File: src/rtl/tcp_tx_packetizer_if.sv
// rtl/tcp_tx_packetizer_if.sv - command, payload, network_top tx and completion streams of the packetizer
interface tcp_tx_packetizer_if;
    logic         s_cmd_valid;
    logic         s_cmd_ready;
    logic [47:0]  s_cmd_data;

    logic         s_payload_valid;
    logic         s_payload_ready;
    logic [511:0] s_payload_data;

    logic         m_tx_meta_valid;
    logic         m_tx_meta_ready;
    logic [31:0]  m_tx_meta_data;

    logic         s_tx_status_valid;
    logic         s_tx_status_ready;
    logic [63:0]  s_tx_status_data;

    logic         m_tx_data_valid;
    logic         m_tx_data_ready;
    logic [511:0] m_tx_data_data;
    logic [63:0]  m_tx_data_keep;
    logic         m_tx_data_last;

    logic         m_done_valid;
    logic         m_done_ready;
    logic [63:0]  m_done_data;

    modport master (
        input  s_cmd_valid, s_cmd_data,
        output s_cmd_ready,
        input  s_payload_valid, s_payload_data,
        output s_payload_ready,
        output m_tx_meta_valid, m_tx_meta_data,
        input  m_tx_meta_ready,
        input  s_tx_status_valid, s_tx_status_data,
        output s_tx_status_ready,
        output m_tx_data_valid, m_tx_data_data, m_tx_data_keep, m_tx_data_last,
        input  m_tx_data_ready,
        output m_done_valid, m_done_data,
        input  m_done_ready
    );

    modport slave (
        output s_cmd_valid, s_cmd_data,
        input  s_cmd_ready,
        output s_payload_valid, s_payload_data,
        input  s_payload_ready,
        input  m_tx_meta_valid, m_tx_meta_data,
        output m_tx_meta_ready,
        output s_tx_status_valid, s_tx_status_data,
        input  s_tx_status_ready,
        input  m_tx_data_valid, m_tx_data_data, m_tx_data_keep, m_tx_data_last,
        output m_tx_data_ready,
        input  m_done_valid, m_done_data,
        output m_done_ready
    );
endinterface

File: src/rtl/tcp_tx_packetizer.sv
// rtl/tcp_tx_packetizer.sv - splits a transfer command into TCP packets with status wait, retry and drain
module tcp_tx_packetizer #(
    parameter int MAX_PKT      = 1408,
    parameter int RETRY_CYCLES = 1024,
    parameter int MAX_RETRIES  = 255
) (
    input logic                 aclk,
    input logic                 aresetn,
    tcp_tx_packetizer_if.master bus
);
    localparam int BW = (RETRY_CYCLES > 2) ? $clog2(RETRY_CYCLES) : 1;
    localparam int RW = (MAX_RETRIES > 1) ? $clog2(MAX_RETRIES + 1) : 1;

    typedef enum logic [2:0] {
        S_IDLE, S_META, S_STATUS, S_WAIT, S_DATA, S_DRAIN, S_DONE
    } state_t;

    state_t          state_q, state_d;
    logic [15:0]     session_q;
    logic [31:0]     remaining_q;
    logic [31:0]     sent_q;
    logic [15:0]     pkt_len_q;
    logic [RW-1:0]   retry_q;
    logic [BW-1:0]   backoff_q;
    logic [9:0]      beats_q;
    logic [9:0]      beat_cnt_q;
    logic [2:0]      err_q;

    // Handshake flags are registered so every valid/ready is low during and right after reset.
    logic cmd_ready_q, meta_valid_q, status_ready_q, data_q, drain_q, done_valid_q;

    logic [31:0]   cmd_total;
    logic [2:0]    st_code;
    logic [RW-1:0] retry_inc;
    logic          payload_ready;
    logic          cmd_hs, meta_hs, st_hs, pay_hs, done_hs;
    logic          last_beat;
    logic          status_unused;

    function automatic logic [15:0] clip_len(input logic [31:0] r);
        return (r > 32'(MAX_PKT)) ? 16'(MAX_PKT) : r[15:0];
    endfunction

    assign cmd_total     = bus.s_cmd_data[47:16];
    assign st_code       = bus.s_tx_status_data[63:61];
    // Session and length echoed in the status are not needed; only the code steers the engine.
    assign status_unused = ^bus.s_tx_status_data[60:0];
    assign retry_inc     = retry_q + RW'(1);
    assign payload_ready = drain_q | (data_q & bus.m_tx_data_ready);
    assign last_beat     = (beat_cnt_q == beats_q - 10'd1);

    assign cmd_hs  = cmd_ready_q & bus.s_cmd_valid;
    assign meta_hs = meta_valid_q & bus.m_tx_meta_ready;
    assign st_hs   = status_ready_q & bus.s_tx_status_valid;
    assign pay_hs  = bus.s_payload_valid & payload_ready;
    assign done_hs = done_valid_q & bus.m_done_ready;

    always_comb begin
        state_d = state_q;
        case (state_q)
            S_IDLE:   if (cmd_hs) state_d = (cmd_total == 32'd0) ? S_DONE : S_META;
            S_META:   if (meta_hs) state_d = S_STATUS;
            S_STATUS: begin
                if (st_hs) begin
                    if (st_code == 3'd0)
                        state_d = S_DATA;
                    else if (st_code == 3'd2)
                        state_d = (retry_inc == RW'(MAX_RETRIES)) ? S_DRAIN : S_WAIT;
                    else
                        state_d = S_DRAIN;
                end
            end
            S_WAIT:   if (backoff_q == '0) state_d = S_META;
            S_DATA: begin
                if (pay_hs && last_beat)
                    state_d = (remaining_q == 32'(pkt_len_q)) ? S_DONE : S_META;
            end
            S_DRAIN:  if (pay_hs && remaining_q <= 32'd64) state_d = S_DONE;
            S_DONE:   if (done_hs) state_d = S_IDLE;
            default:  state_d = S_IDLE;
        endcase
    end

    always_ff @(posedge aclk) begin
        if (!aresetn) begin
            state_q        <= S_IDLE;
            session_q      <= '0;
            remaining_q    <= '0;
            sent_q         <= '0;
            pkt_len_q      <= '0;
            retry_q        <= '0;
            backoff_q      <= '0;
            beats_q        <= '0;
            beat_cnt_q     <= '0;
            err_q          <= '0;
            cmd_ready_q    <= 1'b0;
            meta_valid_q   <= 1'b0;
            status_ready_q <= 1'b0;
            data_q         <= 1'b0;
            drain_q        <= 1'b0;
            done_valid_q   <= 1'b0;
        end else begin
            state_q        <= state_d;
            cmd_ready_q    <= (state_d == S_IDLE);
            meta_valid_q   <= (state_d == S_META);
            status_ready_q <= (state_d == S_STATUS);
            data_q         <= (state_d == S_DATA);
            drain_q        <= (state_d == S_DRAIN);
            done_valid_q   <= (state_d == S_DONE);
            case (state_q)
                S_IDLE: begin
                    if (cmd_hs) begin
                        session_q   <= bus.s_cmd_data[15:0];
                        remaining_q <= cmd_total;
                        sent_q      <= '0;
                        retry_q     <= '0;
                        err_q       <= '0;
                        pkt_len_q   <= clip_len(cmd_total);
                    end
                end
                S_STATUS: begin
                    if (st_hs) begin
                        if (st_code == 3'd0) begin
                            retry_q    <= '0;
                            beats_q    <= 10'((17'(pkt_len_q) + 17'd63) >> 6);
                            beat_cnt_q <= '0;
                        end else if (st_code == 3'd2) begin
                            retry_q <= retry_inc;
                            if (retry_inc == RW'(MAX_RETRIES))
                                err_q <= 3'd2;
                            else
                                backoff_q <= BW'(RETRY_CYCLES - 1);
                        end else begin
                            err_q <= st_code;
                        end
                    end
                end
                S_WAIT: begin
                    if (backoff_q != '0) backoff_q <= backoff_q - BW'(1);
                end
                S_DATA: begin
                    if (pay_hs) begin
                        beat_cnt_q <= beat_cnt_q + 10'd1;
                        if (last_beat) begin
                            remaining_q <= remaining_q - 32'(pkt_len_q);
                            sent_q      <= sent_q + 32'(pkt_len_q);
                            pkt_len_q   <= clip_len(remaining_q - 32'(pkt_len_q));
                        end
                    end
                end
                S_DRAIN: begin
                    // Remaining counts down in whole beats so the payload stream ends aligned.
                    if (pay_hs) remaining_q <= (remaining_q > 32'd64) ? remaining_q - 32'd64 : 32'd0;
                end
                default: ;
            endcase
        end
    end

    assign bus.s_cmd_ready       = cmd_ready_q;
    assign bus.m_tx_meta_valid   = meta_valid_q;
    assign bus.m_tx_meta_data    = {pkt_len_q, session_q};
    assign bus.s_tx_status_ready = status_ready_q;
    assign bus.s_payload_ready   = payload_ready;
    assign bus.m_tx_data_valid   = data_q & bus.s_payload_valid;
    assign bus.m_tx_data_data    = data_q ? bus.s_payload_data : '0;
    assign bus.m_tx_data_last    = data_q & last_beat;
    assign bus.m_tx_data_keep    = !data_q ? 64'd0 :
                                   (last_beat && pkt_len_q[5:0] != 6'd0) ?
                                   (64'd1 << pkt_len_q[5:0]) - 64'd1 : {64{1'b1}};
    assign bus.m_done_valid      = done_valid_q;
    assign bus.m_done_data       = {13'd0, err_q, session_q, sent_q};
endmodule

File: src/flat_wrapper.sv
// flat-port wrapper written by rule: the top's interface ports become plain ports
module tcp_tx_packetizer_flat 
#(
    parameter int MAX_PKT      = 1408,
    parameter int RETRY_CYCLES = 1024,
    parameter int MAX_RETRIES  = 255
)
  (aclk, aresetn, bus_s_cmd_valid, bus_s_cmd_data, bus_s_cmd_ready, bus_s_payload_valid, bus_s_payload_data, bus_s_payload_ready, bus_m_tx_meta_valid, bus_m_tx_meta_data, bus_m_tx_meta_ready, bus_s_tx_status_valid, bus_s_tx_status_data, bus_s_tx_status_ready, bus_m_tx_data_valid, bus_m_tx_data_data, bus_m_tx_data_keep, bus_m_tx_data_last, bus_m_tx_data_ready, bus_m_done_valid, bus_m_done_data, bus_m_done_ready);
  tcp_tx_packetizer_if bus_i ();
  input logic aclk;
  input logic aresetn;
  input wire logic [$bits(bus_i.s_cmd_valid)-1:0] bus_s_cmd_valid;
  input wire logic [$bits(bus_i.s_cmd_data)-1:0] bus_s_cmd_data;
  output wire logic [$bits(bus_i.s_cmd_ready)-1:0] bus_s_cmd_ready;
  input wire logic [$bits(bus_i.s_payload_valid)-1:0] bus_s_payload_valid;
  input wire logic [$bits(bus_i.s_payload_data)-1:0] bus_s_payload_data;
  output wire logic [$bits(bus_i.s_payload_ready)-1:0] bus_s_payload_ready;
  output wire logic [$bits(bus_i.m_tx_meta_valid)-1:0] bus_m_tx_meta_valid;
  output wire logic [$bits(bus_i.m_tx_meta_data)-1:0] bus_m_tx_meta_data;
  input wire logic [$bits(bus_i.m_tx_meta_ready)-1:0] bus_m_tx_meta_ready;
  input wire logic [$bits(bus_i.s_tx_status_valid)-1:0] bus_s_tx_status_valid;
  input wire logic [$bits(bus_i.s_tx_status_data)-1:0] bus_s_tx_status_data;
  output wire logic [$bits(bus_i.s_tx_status_ready)-1:0] bus_s_tx_status_ready;
  output wire logic [$bits(bus_i.m_tx_data_valid)-1:0] bus_m_tx_data_valid;
  output wire logic [$bits(bus_i.m_tx_data_data)-1:0] bus_m_tx_data_data;
  output wire logic [$bits(bus_i.m_tx_data_keep)-1:0] bus_m_tx_data_keep;
  output wire logic [$bits(bus_i.m_tx_data_last)-1:0] bus_m_tx_data_last;
  input wire logic [$bits(bus_i.m_tx_data_ready)-1:0] bus_m_tx_data_ready;
  output wire logic [$bits(bus_i.m_done_valid)-1:0] bus_m_done_valid;
  output wire logic [$bits(bus_i.m_done_data)-1:0] bus_m_done_data;
  input wire logic [$bits(bus_i.m_done_ready)-1:0] bus_m_done_ready;
  assign bus_i.s_cmd_valid = bus_s_cmd_valid;
  assign bus_i.s_cmd_data = bus_s_cmd_data;
  assign bus_s_cmd_ready = bus_i.s_cmd_ready;
  assign bus_i.s_payload_valid = bus_s_payload_valid;
  assign bus_i.s_payload_data = bus_s_payload_data;
  assign bus_s_payload_ready = bus_i.s_payload_ready;
  assign bus_m_tx_meta_valid = bus_i.m_tx_meta_valid;
  assign bus_m_tx_meta_data = bus_i.m_tx_meta_data;
  assign bus_i.m_tx_meta_ready = bus_m_tx_meta_ready;
  assign bus_i.s_tx_status_valid = bus_s_tx_status_valid;
  assign bus_i.s_tx_status_data = bus_s_tx_status_data;
  assign bus_s_tx_status_ready = bus_i.s_tx_status_ready;
  assign bus_m_tx_data_valid = bus_i.m_tx_data_valid;
  assign bus_m_tx_data_data = bus_i.m_tx_data_data;
  assign bus_m_tx_data_keep = bus_i.m_tx_data_keep;
  assign bus_m_tx_data_last = bus_i.m_tx_data_last;
  assign bus_i.m_tx_data_ready = bus_m_tx_data_ready;
  assign bus_m_done_valid = bus_i.m_done_valid;
  assign bus_m_done_data = bus_i.m_done_data;
  assign bus_i.m_done_ready = bus_m_done_ready;
  tcp_tx_packetizer #(.MAX_PKT(MAX_PKT), .RETRY_CYCLES(RETRY_CYCLES), .MAX_RETRIES(MAX_RETRIES)) u_core (.aclk(aclk), .aresetn(aresetn), .bus(bus_i));
endmodule
File: config.mk
export PLATFORM = sky130hd
export DESIGN_NAME = tcp_tx_packetizer_flat
export DESIGN_NICKNAME = d
export VERILOG_FILES = /design/src/rtl/tcp_tx_packetizer_if.sv /design/src/rtl/tcp_tx_packetizer.sv /design/src/flat_wrapper.sv
export SDC_FILE = /design/constraint.sdc
export NUM_CORES = 1
export LEC_CHECK = 0
export ABC_AREA = 1
export BUFFER_PORTS_ARGS = -buffer_cell sky130_fd_sc_hd__clkbuf_2
export CORE_AREA = 2 2 503 505
export CTS_CLUSTER_SIZE = 14
export DETAILED_ROUTE_END_ITERATION = 6
export DIE_AREA = 0 0 505 507
export PLACE_DENSITY = 0.3
export SLEW_MARGIN = 20
export SYNTH_ARGS = -nofsm -noshare
export SYNTH_HDL_FRONTEND = slang
export SYNTH_SLANG_ARGS = --single-unit
File: constraint.sdc
create_clock -name aclk -period 6.2 [get_ports aclk]
set_clock_uncertainty 0.2 [all_clocks]
set_input_delay 0.62 -clock aclk [delete_from_list [all_inputs] [get_ports aclk]]
set_output_delay 0.62 -clock aclk [all_outputs]
set_load 0.05 [all_outputs]
# --- Word level (Yosys, flattened, before mapping) ---
# Index checks and enable logic that the tools add are counted.
totals:
  reg_bits: 146
  input_bits: 632
  out_inout_bits: 679
  word_cells: 142
classes:
  n_addsub: 9
  magnitude_cmp: 4
  n_eq_ne: 27
  shift: 1
  mux: 53
  bitwise: 9
  n_reduce_logical: 23
ops:
  columns: ["operator", "count"]
  rows:
  - ["512-bit 2-to-1 mux", 1]
  - ["32-bit 2-to-1 mux", 8]
  - ["64-bit 2-to-1 mux", 2]
  - ["32-bit one-hot mux with 3 select lines", 1]
  - ["10-bit 2-to-1 mux", 8]
  - ["16-bit 2-to-1 mux", 5]
  - ["32-bit by 11-bit > comparator with 1-bit output, second input constant", 2]
  - ["32-bit one-hot mux with 2 select lines", 1]
  - ["1-bit by 6-bit << shifter with 64-bit output, first input constant", 1]
  - ["64-bit by 1-bit subtractor with 64-bit output, second input constant", 1]
  - ["3-bit 2-to-1 mux", 17]
  - ["10-bit one-hot mux with 2 select lines", 2]
  - ["32-bit by 16-bit adder with 32-bit output", 1]
  - ["32-bit by 16-bit == test with 1-bit output", 1]
  - ["32-bit by 7-bit > comparator with 1-bit output, second input constant", 1]
  - ["32-bit by 7-bit <= comparator with 1-bit output, second input constant", 1]
  - ["32-bit zero test", 1]
  - ["8-bit 2-to-1 mux", 4]
  - ["16-bit one-hot mux with 2 select lines", 1]
  - ["32-bit by 16-bit subtractor with 32-bit output", 1]
  - ["32-bit by 7-bit subtractor with 32-bit output, second input constant", 1]
  - ["3-bit one-hot mux with 7 select lines", 1]
  - ["10-bit by 1-bit subtractor with 10-bit output, second input constant", 2]
  - ["3-bit == test, second input constant", 6]
  - ["27 further kinds", 56]

# --- Longest topological paths before layout ---
# Gate-level depths: netlist of the first run.
logic_depth:
  depth_word: 8
  mapped_depth: 22
  depth_no_buf: 20

# --- Least setup slack after synthesis of the first run ---
# Ideal clock, no wire load.
synth_timing:
  kind: "reg2out"
  startpoint: "register u_core.pkt_len_q[3]"
  endpoint: "output port bus_m_tx_data_keep[56]"
  t_arrival_ns: 3.304
  required_ns: 5.380
  slack_ns: 2.076
  path_stages_with_launch: 18
  path_buffers: 2
  path_cell_list: "dfxtp_1 buf_4 inv_2 buf_6 nand3_1 nor2_1 nand2_1 ha_1 nand2_1 nor2_2 nand2_2 nor2_4 inv_2 nor2_8 nand4_4 nor2_2 nand2_1 a31oi_1"
synth_via:
  elab_chain_len: 4
  word_cells_on_any_way: 6
  classes_between: "add/sub (1); shift (1); mux (2); reduce/logical (2)"
synth_rtl:
  columns: ["element", "line_no", "rtl"]
  rows:
  - ["start: declaration", "tcp_tx_packetizer.sv:22", "logic [15:0] pkt_len_q;"]
  - ["start signal: assignment", "tcp_tx_packetizer.sv:118", "pkt_len_q <= clip_len(cmd_total);"]
  - ["start signal: assignment", "tcp_tx_packetizer.sv:147", "pkt_len_q <= clip_len(remaining_q - 32'(pkt_len_q));"]
  - ["1-bit by 6-bit << shifter with 64-bit output / 6-bit nonzero test (equally long branches)", "tcp_tx_packetizer.sv:170, tcp_tx_packetizer.sv:169", null]
  - ["64-bit by 1-bit subtractor with 64-bit output / 1-bit logical AND (equally long branches)", "tcp_tx_packetizer.sv:170, tcp_tx_packetizer.sv:169", null]
  - ["64-bit 2-to-1 mux *", "tcp_tx_packetizer.sv:169", "(last_beat && pkt_len_q[5:0] != 6'd0) ?"]
  - ["64-bit 2-to-1 mux *", "tcp_tx_packetizer.sv:168", "assign bus.m_tx_data_keep = !data_q ? 64'd0 :"]
  - ["end: declaration", "flat_wrapper.sv:26", "output wire logic [$bits(bus_i.m_tx_data_keep)-1:0] bus_m_tx_data_keep;"]
# Every way passes the cells marked *; elsewhere a longest branch is shown, timed or not.

# --- Final worst setup path of the first run ---
layout_timing:
  startpoint: "register u_core.pkt_len_q[1]"
  endpoint: "output port bus_m_tx_data_keep[62]"
# Same word-level chain as after synthesis.

==> run_results.csv, run 1 <==
group,metric,value,unit
drt,dr.pass1.iters,7,
sta,finalHoldViolCount,0,
sta,worst_slack,1.13,ns
place,gp_congestion,1.08,
sta,fin_crit_sh,0.817,
cells_and_area,drive_gt1_frac,0.312,
grt,grt_antenna_before_repair,182,
clocking,root_buffer,"clkbuf_16",
cells_and_area,stdcell_count,7848,
critical_path,crit_arrival,4.25,ns
sta,fin_crit,5.07,ns
drt,wl_per_cell,32.1,um
run_status,status,"finished, final reports clean",
critical_path,worstPathMaxFanout,11,
grt,grt_util_all_layers,0.189,
place,dp.cells,7743,
pwr,ir_drop,232,uV
yosys,muxShareOfSynthArea,0,
pwr,powerDensity,151,nW/um^2
pwr,leakagePower,17.6,nW
grt,grt_max_degree,135,
critical_path,path_cells,"nor2_1, nand2_1, nor2_1, nand2_2, ha_1, nand2_1, nor2_2, nand2_2, nor2_4, nand2_1, nor2_2, nand3_1, nor2_1, nor2_1, o21ai_1, inv_1, clkbuf_2",
clocking,cts_tree,"done",
yosys,ys_seq_elements,146,
drt,dr_total_vias,26200,
clocking,cts_hold_buffers,0,
clocking,path_clk_slew,0.07,ns
yosys,synthArstFlopShare,0,
clocking,clk_latency,0.48,ns
clocking,numCtsBuffers,17,
critical_path,critPathCaptureType,"primary output",
place,dpl_worst_slack,1.56,ns
sta,tns,0,ns
sta,slew_viol_final,0,
drt,drt-total-wl,252,mm
cells_and_area,final_common_cell,"clkbuf_2",
critical_path,worstPathRequired,5.38,ns
clocking,clock-sinks,146,
grt,grt_use_met3,0.0667,
floorplan,io_pins,1311,
cells_and_area,final_cell_mix,"1236 x clkbuf_2, 1006 x nand2_1, 781 x inv_1",
grt,gr-total-overflow,0,
flow_run,cap_viol_max_count,0,
sta,fmax,0.197,GHz
yosys,synth_adder_area_share,0.0316,
yosys,synthFlopType,"dfxtp_1",
sta,slew_headroom,0.385,
grt,grt_pass1_wl,308,mm
grt,grt_use_met1,0.247,
place,portBuffers,1236,
yosys,synth_top_family_by_area,"simple AND/OR/NAND/NOR gates",
yosys,syn_area,17100,um^2
grt,grtUsageMet2,0.301,
floorplan,die_height,507,um
yosys,synth_compound_area_frac,0.131,
pwr,totalPowerFinal,4.21,mW
critical_path,path_common_cell,"nor2_1",
drt,final_antenna_net_count,0,
drt,drt_iter0_markers,1768,
drt,drc,0,
floorplan,die_area,256000,um^2
drt,via_per_inst,3.33,
critical_path,crit_type,"flop to primary output",
critical_path,cp_num_buf_inv,2,
yosys,synth_edf_count,0,
cells_and_area,n_fill_cell,30200,
grt,grt_pass1_vias,25300,
cells_and_area,syn2layout_area_growth,62.7,%
yosys,seq_area_frac_synth,0.171,
grt,busiest_layer,"met2",
cells_and_area,nets,5088,
min_path,min_path_type,"input pin to flop",
critical_path,cp-start-kind,"flop",
floorplan,rows,184,
floorplan,die_w,505,um
clocking,postCtsSetupBuffers,0,
critical_path,crit_family,"simple AND/OR/NAND/NOR gates",
yosys,synthXorXnorAreaFrac,0.0395,
clocking,ctsResizeCount,0,
sta,setup_violations,0,
yosys,yosys.area_share.simple,0.405,
yosys,synth.distinct_cells,61,
floorplan,coreArea,250000,um^2
sta,rsz0062_at_grt,"no",
clocking,cts.path.max_buffers,2,
clocking,htree_num_levels,4,
critical_path,max_stage_delay,0.75,ns
floorplan,start_util,0.0682,
yosys,synthCells,3275,
place,dpl.hpwl,234,mm
cells_and_area,fin_util,0.111,
sta,tightest_slew,0.922,ns
yosys,synth.avg_cell_area,5.22,um^2
yosys,ys_warn_count,0,
critical_path,cp_slowest_cell,"dfxtp_1",
metrics by stage:
step | hold WS [ns] | instance area, um^2
3_3_place_gp | 0.257 | 27000
3_5_place_dp | 0.261 | 27000
2_1_floorplan | 0.247 | 17100
4_1_cts | 0.126 | 27600
5_1_grt | 0.149 | 27600
6_report | 0.159 | 27800
report_power, final:
part / total [mW] / internal [mW] / switching (mW)
registers: 1.08 / 1.00 / 0.0852
logic: 1.95 / 0.584 / 1.36
clock network: 1.18 / 0.647 / 0.529
total: 4.21 / 2.23 / 1.98
metal layers:
layer | up-vias | share of wire
met2 | 1252 | 0.45
met3 | 243 | 0.086
li1 | 12200 | -
met5 | - | 0.0017
met1 | 12400 | 0.45
met4 | 66 | 0.019
path summary, 6_finish.rpt:
| path | from | depth (start not counted) | slack (ns) | end |
|---|---|---|---|---|
| min | bus_s_cmd_data[1] | 3 | 0.16 | u_core.session_q[1] |
| min reg2reg | u_core.err_q[2] | 2 | 0.27 | u_core.err_q[2] |
| max reg2reg | u_core.pkt_len_q[1] | 16 | 2.07 | u_core.pkt_len_q[0] |
| max | u_core.pkt_len_q[1] | 17 | 1.13 | bus_m_tx_data_keep[62] |
worst register-to-register path: cells and delay by family, from the launching register on:
kind	cells	cell delay, ns
fa+ha+maj	1	0.57
buf+inv	1	0.25
simple gates	12	1.87
flops	1	0.75
compound gates	2	0.41
synth_stat cells (6+ instances only):
library cell,number,share of area
buf_4,38,0.017
o22ai_1,7,0.0026
o21ai_1,11,0.0032
nand4_1,52,0.019
a21oi_1,173,0.051
nor2_1,320,0.070
nor4_1,6,0.0022
xor2_1,53,0.027
nand2_1,1006,0.22
or2_2,16,0.0059
o211a_1,9,0.0053
clkbuf_1,91,0.020
o21ai_0,124,0.036
ha_1,40,0.029
nand3_1,148,0.043
nand3b_1,7,0.0031
nor2_4,6,0.0040
inv_2,24,0.0053
buf_2,18,0.0053
inv_1,781,0.17
xnor2_1,24,0.012
nor3_1,46,0.013
a211oi_1,16,0.0070
dfxtp_1,146,0.17
a31oi_1,15,0.0055
nor2_2,14,0.0051
cell families after synthesis:
kind of cell | Yosys count
simple gates | 1650
buf+inv | 961
compound gates | 398
flops | 146
xor+xnor | 77
fa+ha+maj | 42
other cells | 1
flip-flops by register name (all words and copies together) (netlist names), 3 cells and up:
register / flops
u_core.state_q: 3
u_core.session_q: 16
u_core.backoff_q: 10
u_core.pkt_len_q: 16
u_core.err_q: 3
u_core.remaining_q: 32
u_core.beats_q: 10
u_core.retry_q: 8
u_core.beat_cnt_q: 10
u_core.sent_q: 32
final cells by class:
type | count | area, um^2 | share of cell area
flip-flops and latches | 146 | 2930 | 0.105
inverters | 807 | 3030 | 0.109
well taps | 3348 | 4190 | 0.151
clock buffers | 17 | 425 | 0.0153
clock inverters | 15 | 196 | 0.00707
diodes | 73 | 183 | 0.00657
multi-input cells | 2180 | 10400 | 0.375
repair buffers | 1262 | 6420 | 0.231
(Power assumes the default switching activity.)
==> inputs of run 2 (changes only) <==
--- a/config.mk
+++ b/config.mk
@@ -5,12 +5,12 @@
 export SDC_FILE = /design/constraint.sdc
 export NUM_CORES = 1
 export LEC_CHECK = 0
-export ABC_AREA = 1
+export ABC_AREA = 0
 export BUFFER_PORTS_ARGS = -buffer_cell sky130_fd_sc_hd__clkbuf_2
-export CORE_AREA = 2 2 503 505
+export CORE_AREA = 2 2 512 514
 export CTS_CLUSTER_SIZE = 14
 export DETAILED_ROUTE_END_ITERATION = 6
-export DIE_AREA = 0 0 505 507
+export DIE_AREA = 0 0 514 516
 export PLACE_DENSITY = 0.3
 export SLEW_MARGIN = 20
 export SYNTH_ARGS = -nofsm -noshare
==> constraint.sdc (replaced) <==
create_clock -name aclk -period 5 [get_ports aclk]
set_clock_uncertainty 0.2 [all_clocks]
set_input_delay 0.5 -clock aclk [delete_from_list [all_inputs] [get_ports aclk]]
set_output_delay 0.5 -clock aclk [all_outputs]
set_load 0.05 [all_outputs]
==> run_results.csv, run 2 <==
group,metric,value,unit
sta,tns,0,ns
place,dpl_worst_slack,0.556,ns
drt,drt-total-wl,289,mm
critical_path,cp-start-kind,"flop",
yosys,synthCells,2190,
yosys,yosysTopAreaCell,"and2_1",
sta,setup_violations,0,
floorplan,coreArea,259000,um^2
floorplan,io_pins,1311,
floorplan,die_area,265000,um^2
clocking,numCtsBuffers,17,
sta,fin_crit_sh,0.945,
sta,slew_viol_final,0,
floorplan,start_util,0.0571,
pwr,combPwrFrac,0.422,
yosys,yosys.area_share.simple,0.433,
sta,slew_headroom,0.240,
drt,dr.pass1.iters,7,
yosys,synthArstFlopShare,0,
grt,gr-total-overflow,0,
place,dpl.hpwl,267,mm
cells_and_area,final_common_cell,"clkbuf_2",
critical_path,worstPathMaxFanout,10,
pwr,leakagePower,11.8,nW
grt,grt_antenna_before_repair,313,
cells_and_area,stdcell_count,6913,
grt,grt_pass1_vias,21800,
drt,drt_iter0_markers,1910,
grt,grt_max_degree,245,
drt,final_antenna_net_count,0,
clocking,clock-sinks,146,
yosys,muxShareOfSynthArea,0.00473,
drt,wl_per_cell,41.7,um
yosys,synth_top_family_by_area,"simple AND/OR/NAND/NOR gates",
cells_and_area,drive_gt1_frac,0.408,
grt,grt_util_all_layers,0.209,
place,portBuffers,1236,
critical_path,worstPathRequired,4.30,ns
cells_and_area,fin_util,0.101,
yosys,synth_edf_count,0,
sta,tightest_slew,1.14,ns
yosys,synth_compound_area_frac,0.210,
sta,fmax,0.212,GHz
yosys,ys_warn_count,0,
pwr,switchingPower,2.08,mW
pwr,internal_power,2.59,mW
critical_path,crit_type,"flop to primary output",
pwr,ir_drop,306,uV
drt,drc,8,
cells_and_area,design_area,26300,um^2
pwr,totalPowerFinal,4.67,mW
yosys,synthXorXnorAreaFrac,0.0509,
clocking,cts_tree,"done",
place,gp_congestion,0.969,
critical_path,critPathCaptureType,"primary output",
clocking,htree_num_levels,4,
yosys,seq_area_frac_synth,0.197,
pwr,switching_share,0.446,
yosys,synth_top_area_frac,0.222,
yosys,synthTopCellsByCount,"525 x and2_1, 197 x a21oi_1, 193 x nand2_1",
yosys,ys_seq_elements,146,
floorplan,die_height,516,um
clocking,root_buffer,"clkbuf_16",
clocking,clk_latency,0.53,ns
flow_run,cap_viol_max_count,0,
yosys,synth.distinct_cells,80,
sta,finalHoldViolCount,0,
grt,grt_pass1_wl,336,mm
drt,via_per_inst,3.33,
sta,whs,0.0938,ns
pwr,power_frac_clock,0.308,
cells_and_area,top_regs,"u_core.remaining_q: 32 flops, u_core.sent_q: 32 flops",
floorplan,die_w,514,um
place,dp.cells,6726,
yosys,syn_area,14800,um^2
critical_path,crit_arrival,4.02,ns
yosys,synthFlopType,"dfxtp_1",
run_status,status,"complete, but fails checks",
place,placed_area,25200,um^2
yosys,synth.area.top_cells,"and2_1 22%, dfxtp_1 20%, a21oi_1 6.7%, nand2_1 4.9%, nor2_1 4.0%",
floorplan,rows,187,
drt,dr_total_vias,23000,
sta,worst_slack,0.276,ns
yosys,synth_most_common_cell,"and2_1",
clocking,postCtsSetupBuffers,0,
sta,fin_crit,4.72,ns
cells_and_area,syn2layout_area_growth,77.4,%
min_path,min_path_type,"input pin to flop",
pwr,powerDensity,178,nW/um^2
pwr,p_seq_frac,0.270,
cells_and_area,final_cell_mix,"1231 x clkbuf_2, 525 x and2_1, 197 x a21oi_1",
sta,rsz0062_at_grt,"no",
clocking,cts.path.max_buffers,2,
yosys,synth.avg_cell_area,6.76,um^2
run_status,violations,"DRC",
yosys,synth_adder_area_share,0.0365,
clocking,path_clk_slew,0.09,ns
cells_and_area,nets,4032,
run 2: cell count changes after synthesis, moves of 16 or more:
cell,before,now
xor2_1,53,32
inv_2,24,1
clkbuf_1,91,149
nand2_1,1006,193
nor2_1,320,156
inv_1,781,43
or4_1,0,16
a21oi_1,173,197
nand3_1,148,65
nor4_1,6,22
xnor2_1,24,54
or3_1,0,36
and2_1,0,525
nand4_1,52,17
run 2: critical path, stage by stage (launching register included):
cell      delay [ns]
dfxtp_1         0.37
or4_4           0.60
or4_4           0.57
a221oi_4        0.38
nand3_1         0.16
nor2_2          0.37
buf_4           0.21
nand2_1         0.07
a21oi_1         0.14
buf_4           0.22
a21oi_1         0.09
clkbuf_2        0.30
run 2: logic make-up (layout without fill, tap and decap cells):
family	Yosys count	in the layout
AO/OA/AOI/OAI	505	505
XOR/XNOR	86	86
adder cells (fa/ha/maj)	42	42
buffers and inverters	235	1404
flip-flops	146	146
multiplexers	7	7
other	1	153
AND/OR/NAND/NOR	1168	1168
run 2: repair_timing:
action	CTS	global route
gates resized for setup	1	2
hold buffers	15	0
hold endpoints to repair	15	0
setup endpoints to repair	9	13
run 2: metal layers:
metal	up-vias	track usage	wire length (um)	part of all wire
met1	10900	0.190	91100	0.32
li1	10000	-	-	-
met5	-	0	691	0.0024
met3	545	0.105	32500	0.11
met2	1431	0.376	146000	0.51
met4	106	0.120	17900	0.062
run 2: final cells by class:
cell class                      count  area (um^2)
Timing Repair Buffer             1325         6990
Clock inverter                     14          148
Antenna cell                      140          350
Sequential cell                   146         2930
Clock buffer                       18          429
Tap cell                         3402         4260
Inverter                           47          178
Multi-Input combinational cell   1821        11000
Fill cell                       30800       233000
run 2: power groups by stage:
stage	sequential, mW	combinational, mW	clock [mW]
after floorplan	1.32	1.02	0
final	1.26	1.97	1.44
after global placement	1.29	1.95	0
after detailed placement	1.29	1.94	0
after CTS	1.26	1.96	1.52
after global routing	1.27	2.13	1.54
run 2: path summary, 6_finish.rpt:
check / startpoint / end / slack [ns] / cells past startpoint
max: u_core.beats_q[5] / bus_m_tx_data_keep[52] / 0.28 / 11
min: bus_s_cmd_data[17] / u_core.pkt_len_q[1] / 0.09 / 3
max reg2reg: u_core.pkt_len_q[2] / u_core.pkt_len_q[0] / 0.62 / 12
min reg2reg: u_core.err_q[1] / u_core.err_q[1] / 0.26 / 2
==> inputs of run 3 (changes only) <==
--- a/config.mk
+++ b/config.mk
@@ -6,7 +6,7 @@
 export NUM_CORES = 1
 export LEC_CHECK = 0
 export ABC_AREA = 0
-export BUFFER_PORTS_ARGS = -buffer_cell sky130_fd_sc_hd__clkbuf_2
+export BUFFER_PORTS_ARGS = -buffer_cell sky130_fd_sc_hd__buf_4
 export CORE_AREA = 2 2 512 514
 export CTS_CLUSTER_SIZE = 14
 export DETAILED_ROUTE_END_ITERATION = 6
==> run_results.csv, run 3 (synthesis gave the netlist of run 2 again) <==
group,metric,value,unit
critical_path,critPathLaunch,"u_core.beats_q[5]",
sta,fin_crit,4.85,ns
drt,drt_iter0_markers,1498,
pwr,power_frac_clock,0.295,
floorplan,die_w,514,um
sta,finalHoldViolCount,0,
cells_and_area,top_regs,"u_core.remaining_q: 32 flops, u_core.sent_q: 32 flops",
drt,drc,0,
floorplan,die_area,265000,um^2
cells_and_area,seq_area,2930,um^2
pwr,p_seq_frac,0.266,
drt,wl_per_cell,42.2,um
min_path,min_path_type,"input pin to flop",
cells_and_area,nets,4018,
cells_and_area,stdcell_count,6861,
pwr,switchingPower,2.03,mW
grt,grt_antenna_before_repair,302,
critical_path,cp-start-kind,"flop",
pwr,powerDensity,163,nW/um^2
clocking,clk_latency,0.53,ns
pwr,combPwrFrac,0.439,
sta,fmax,0.206,GHz
grt,gr-total-overflow,0,
sta,slew_viol_final,0,
clocking,path_clk_slew,0.08,ns
clocking,numCtsBuffers,17,
flow_run,cap_viol_max_count,0,
drt,drt-total-wl,289,mm
cells_and_area,final_cell_mix,"1298 x buf_4, 525 x and2_1, 195 x a21oi_1",
place,dp.cells,6717,
critical_path,max_stage_delay,0.60,ns
grt,grt_util_all_layers,0.210,
cells_and_area,drive_gt1_frac,0.407,
clocking,root_buffer,"clkbuf_16",
clocking,htree_num_levels,4,
floorplan,coreArea,259000,um^2
floorplan,die_height,516,um
cells_and_area,syn2layout_area_growth,96.4,%
sta,fin_crit_sh,0.971,
place,dpl.hpwl,268,mm
critical_path,worstPathRequired,4.30,ns
cells_and_area,n_fill_cell,30400,
clocking,clock-sinks,146,
pwr,internal_power,2.70,mW
sta,setup_violations,0,
floorplan,start_util,0.0571,
grt,grt_pass1_vias,22000,
critical_path,crit_type,"flop to primary output",
sta,rsz0062_at_grt,"no",
cells_and_area,final_common_cell,"buf_4",
floorplan,rows,187,
clocking,cts_tree,"done",
drt,via_per_inst,3.34,
place,portBuffers,1236,
grt,grt_max_degree,192,
grt,grt_pass1_wl,337,mm
clocking,postCtsSetupBuffers,0,
critical_path,crit_arrival,4.15,ns
clocking,cts.path.max_buffers,2,
critical_path,path_cells,"or4_4, or4_4, a221oi_4, nand3_1, nor2_1, buf_4, nand2_1, a21oi_1, buf_4, a21oi_1, buf_4",
pwr,ir_drop,312,uV
drt,dr.pass1.iters,5,
critical_path,r2r-start,"u_core.pkt_len_q[2]",
run_status,status,"finished, final reports clean",
sta,slew_headroom,0.243,
drt,final_antenna_net_count,0,
floorplan,io_pins,1311,
drt,dr_total_vias,22900,
sta,tns,0,ns
pwr,switching_share,0.429,
critical_path,cp_slowest_cell,"or4_4",
critical_path,critPathCaptureType,"primary output",
pwr,totalPowerFinal,4.73,mW
sta,tightest_slew,1.12,ns
place,gp_congestion,0.910,
pwr,leakagePower,12.6,nW
critical_path,worstPathMaxFanout,10,
min_path,hp-start,"bus_s_cmd_data[4]",
cells_and_area,multi_input_comb_area,11000,um^2
critical_path,path_common_cell,"buf_4",
[run 3: cell types whose count changed in the layout (fill, tap and decap cells not counted), moves of 2 or more]
cell / previous run / this run
a21oi_2: 3 / 5
buf_4: 72 / 1298
inv_8: 3 / 1
clkinv_2: 4 / 2
nor2_2: 2 / 4
a21oi_1: 197 / 195
clkbuf_2: 1231 / 0
clkinvlp_4: 0 / 4
buf_12: 7 / 3
nor2_1: 154 / 152
diode_2: 140 / 102
dlygate4sd3_1: 15 / 10
[run 3: metal layers]
layer / vias up / track usage / routed length (um)
li1: 9951 / - / -
met2: 1378 / 0.381 / 148000
met1: 10900 / 0.189 / 91000
met5: - / 0 / 842
met4: 132 / 0.112 / 17300
met3: 523 / 0.107 / 32700
[run 3: power by group through the flow]
stage	clock network [mW]	logic [mW]	registers [mW]
5_1_grt	1.48	2.24	1.27
6_report	1.39	2.08	1.26
2_1_floorplan	0	1.02	1.32
3_3_place_gp	0	2.06	1.29
4_1_cts	1.46	2.07	1.26
3_5_place_dp	0	2.06	1.29
[run 3: worst max-delay path, delay by kind of cell, from the launching register on]
| family | cells | cell delay, ns |
|---|---|---|
| AOI/OAI and AO/OA | 3 | 0.69 |
| and+or+nand+nor | 5 | 1.88 |
| buffers and inverters | 3 | 0.67 |
| DFF | 1 | 0.38 |
[run 3: final cells by class]
cell class	count	area share
inverters	47	0.00611
repair buffers	1311	0.341
well taps	3402	0.146
clock buffers	20	0.0154
flip-flops and latches	146	0.101
diodes	102	0.00878
clock inverters	12	0.00413
multi-input cells	1821	0.378
[run 3: repair_timing]
| action | in CTS | in global routing |
|---|---|---|
| cloned | 0 | 0 |
| endpoints found under the setup margin | 1 | 10 |
| endpoints found under the hold margin | 10 | 0 |
| resized for setup | 1 | 6 |
| hold buffers | 10 | 0 |
[run 3: path summary, 6_finish.rpt]
kind,to,slack (ns),cells past startpoint
worst max register to register,u_core.pkt_len_q[0],0.68,12
worst min-delay path,u_core.session_q[4],0.06,3
worst max-delay path,bus_m_tx_data_keep[56],0.15,11
worst min register to register,u_core.err_q[2],0.27,2
[run 3: metrics by stage]
| stage | instance area (um^2) | setup WS, ns | hold slack, ns | util |
|---|---|---|---|---|
| 2_1_floorplan | 14800 | 0.979 | 0.258 | - |
| 3_3_place_gp | 28100 | 0.575 | 0.252 | 0.109 |
| 3_5_place_dp | 28100 | 0.540 | 0.253 | 0.109 |
| 4_1_cts | 28800 | 0.0163 | 0.00203 | 0.111 |
| 5_1_grt | 29000 | 0.0260 | 0.0357 | 0.112 |
| 6_report | 29100 | 0.146 | 0.0583 | 0.112 |
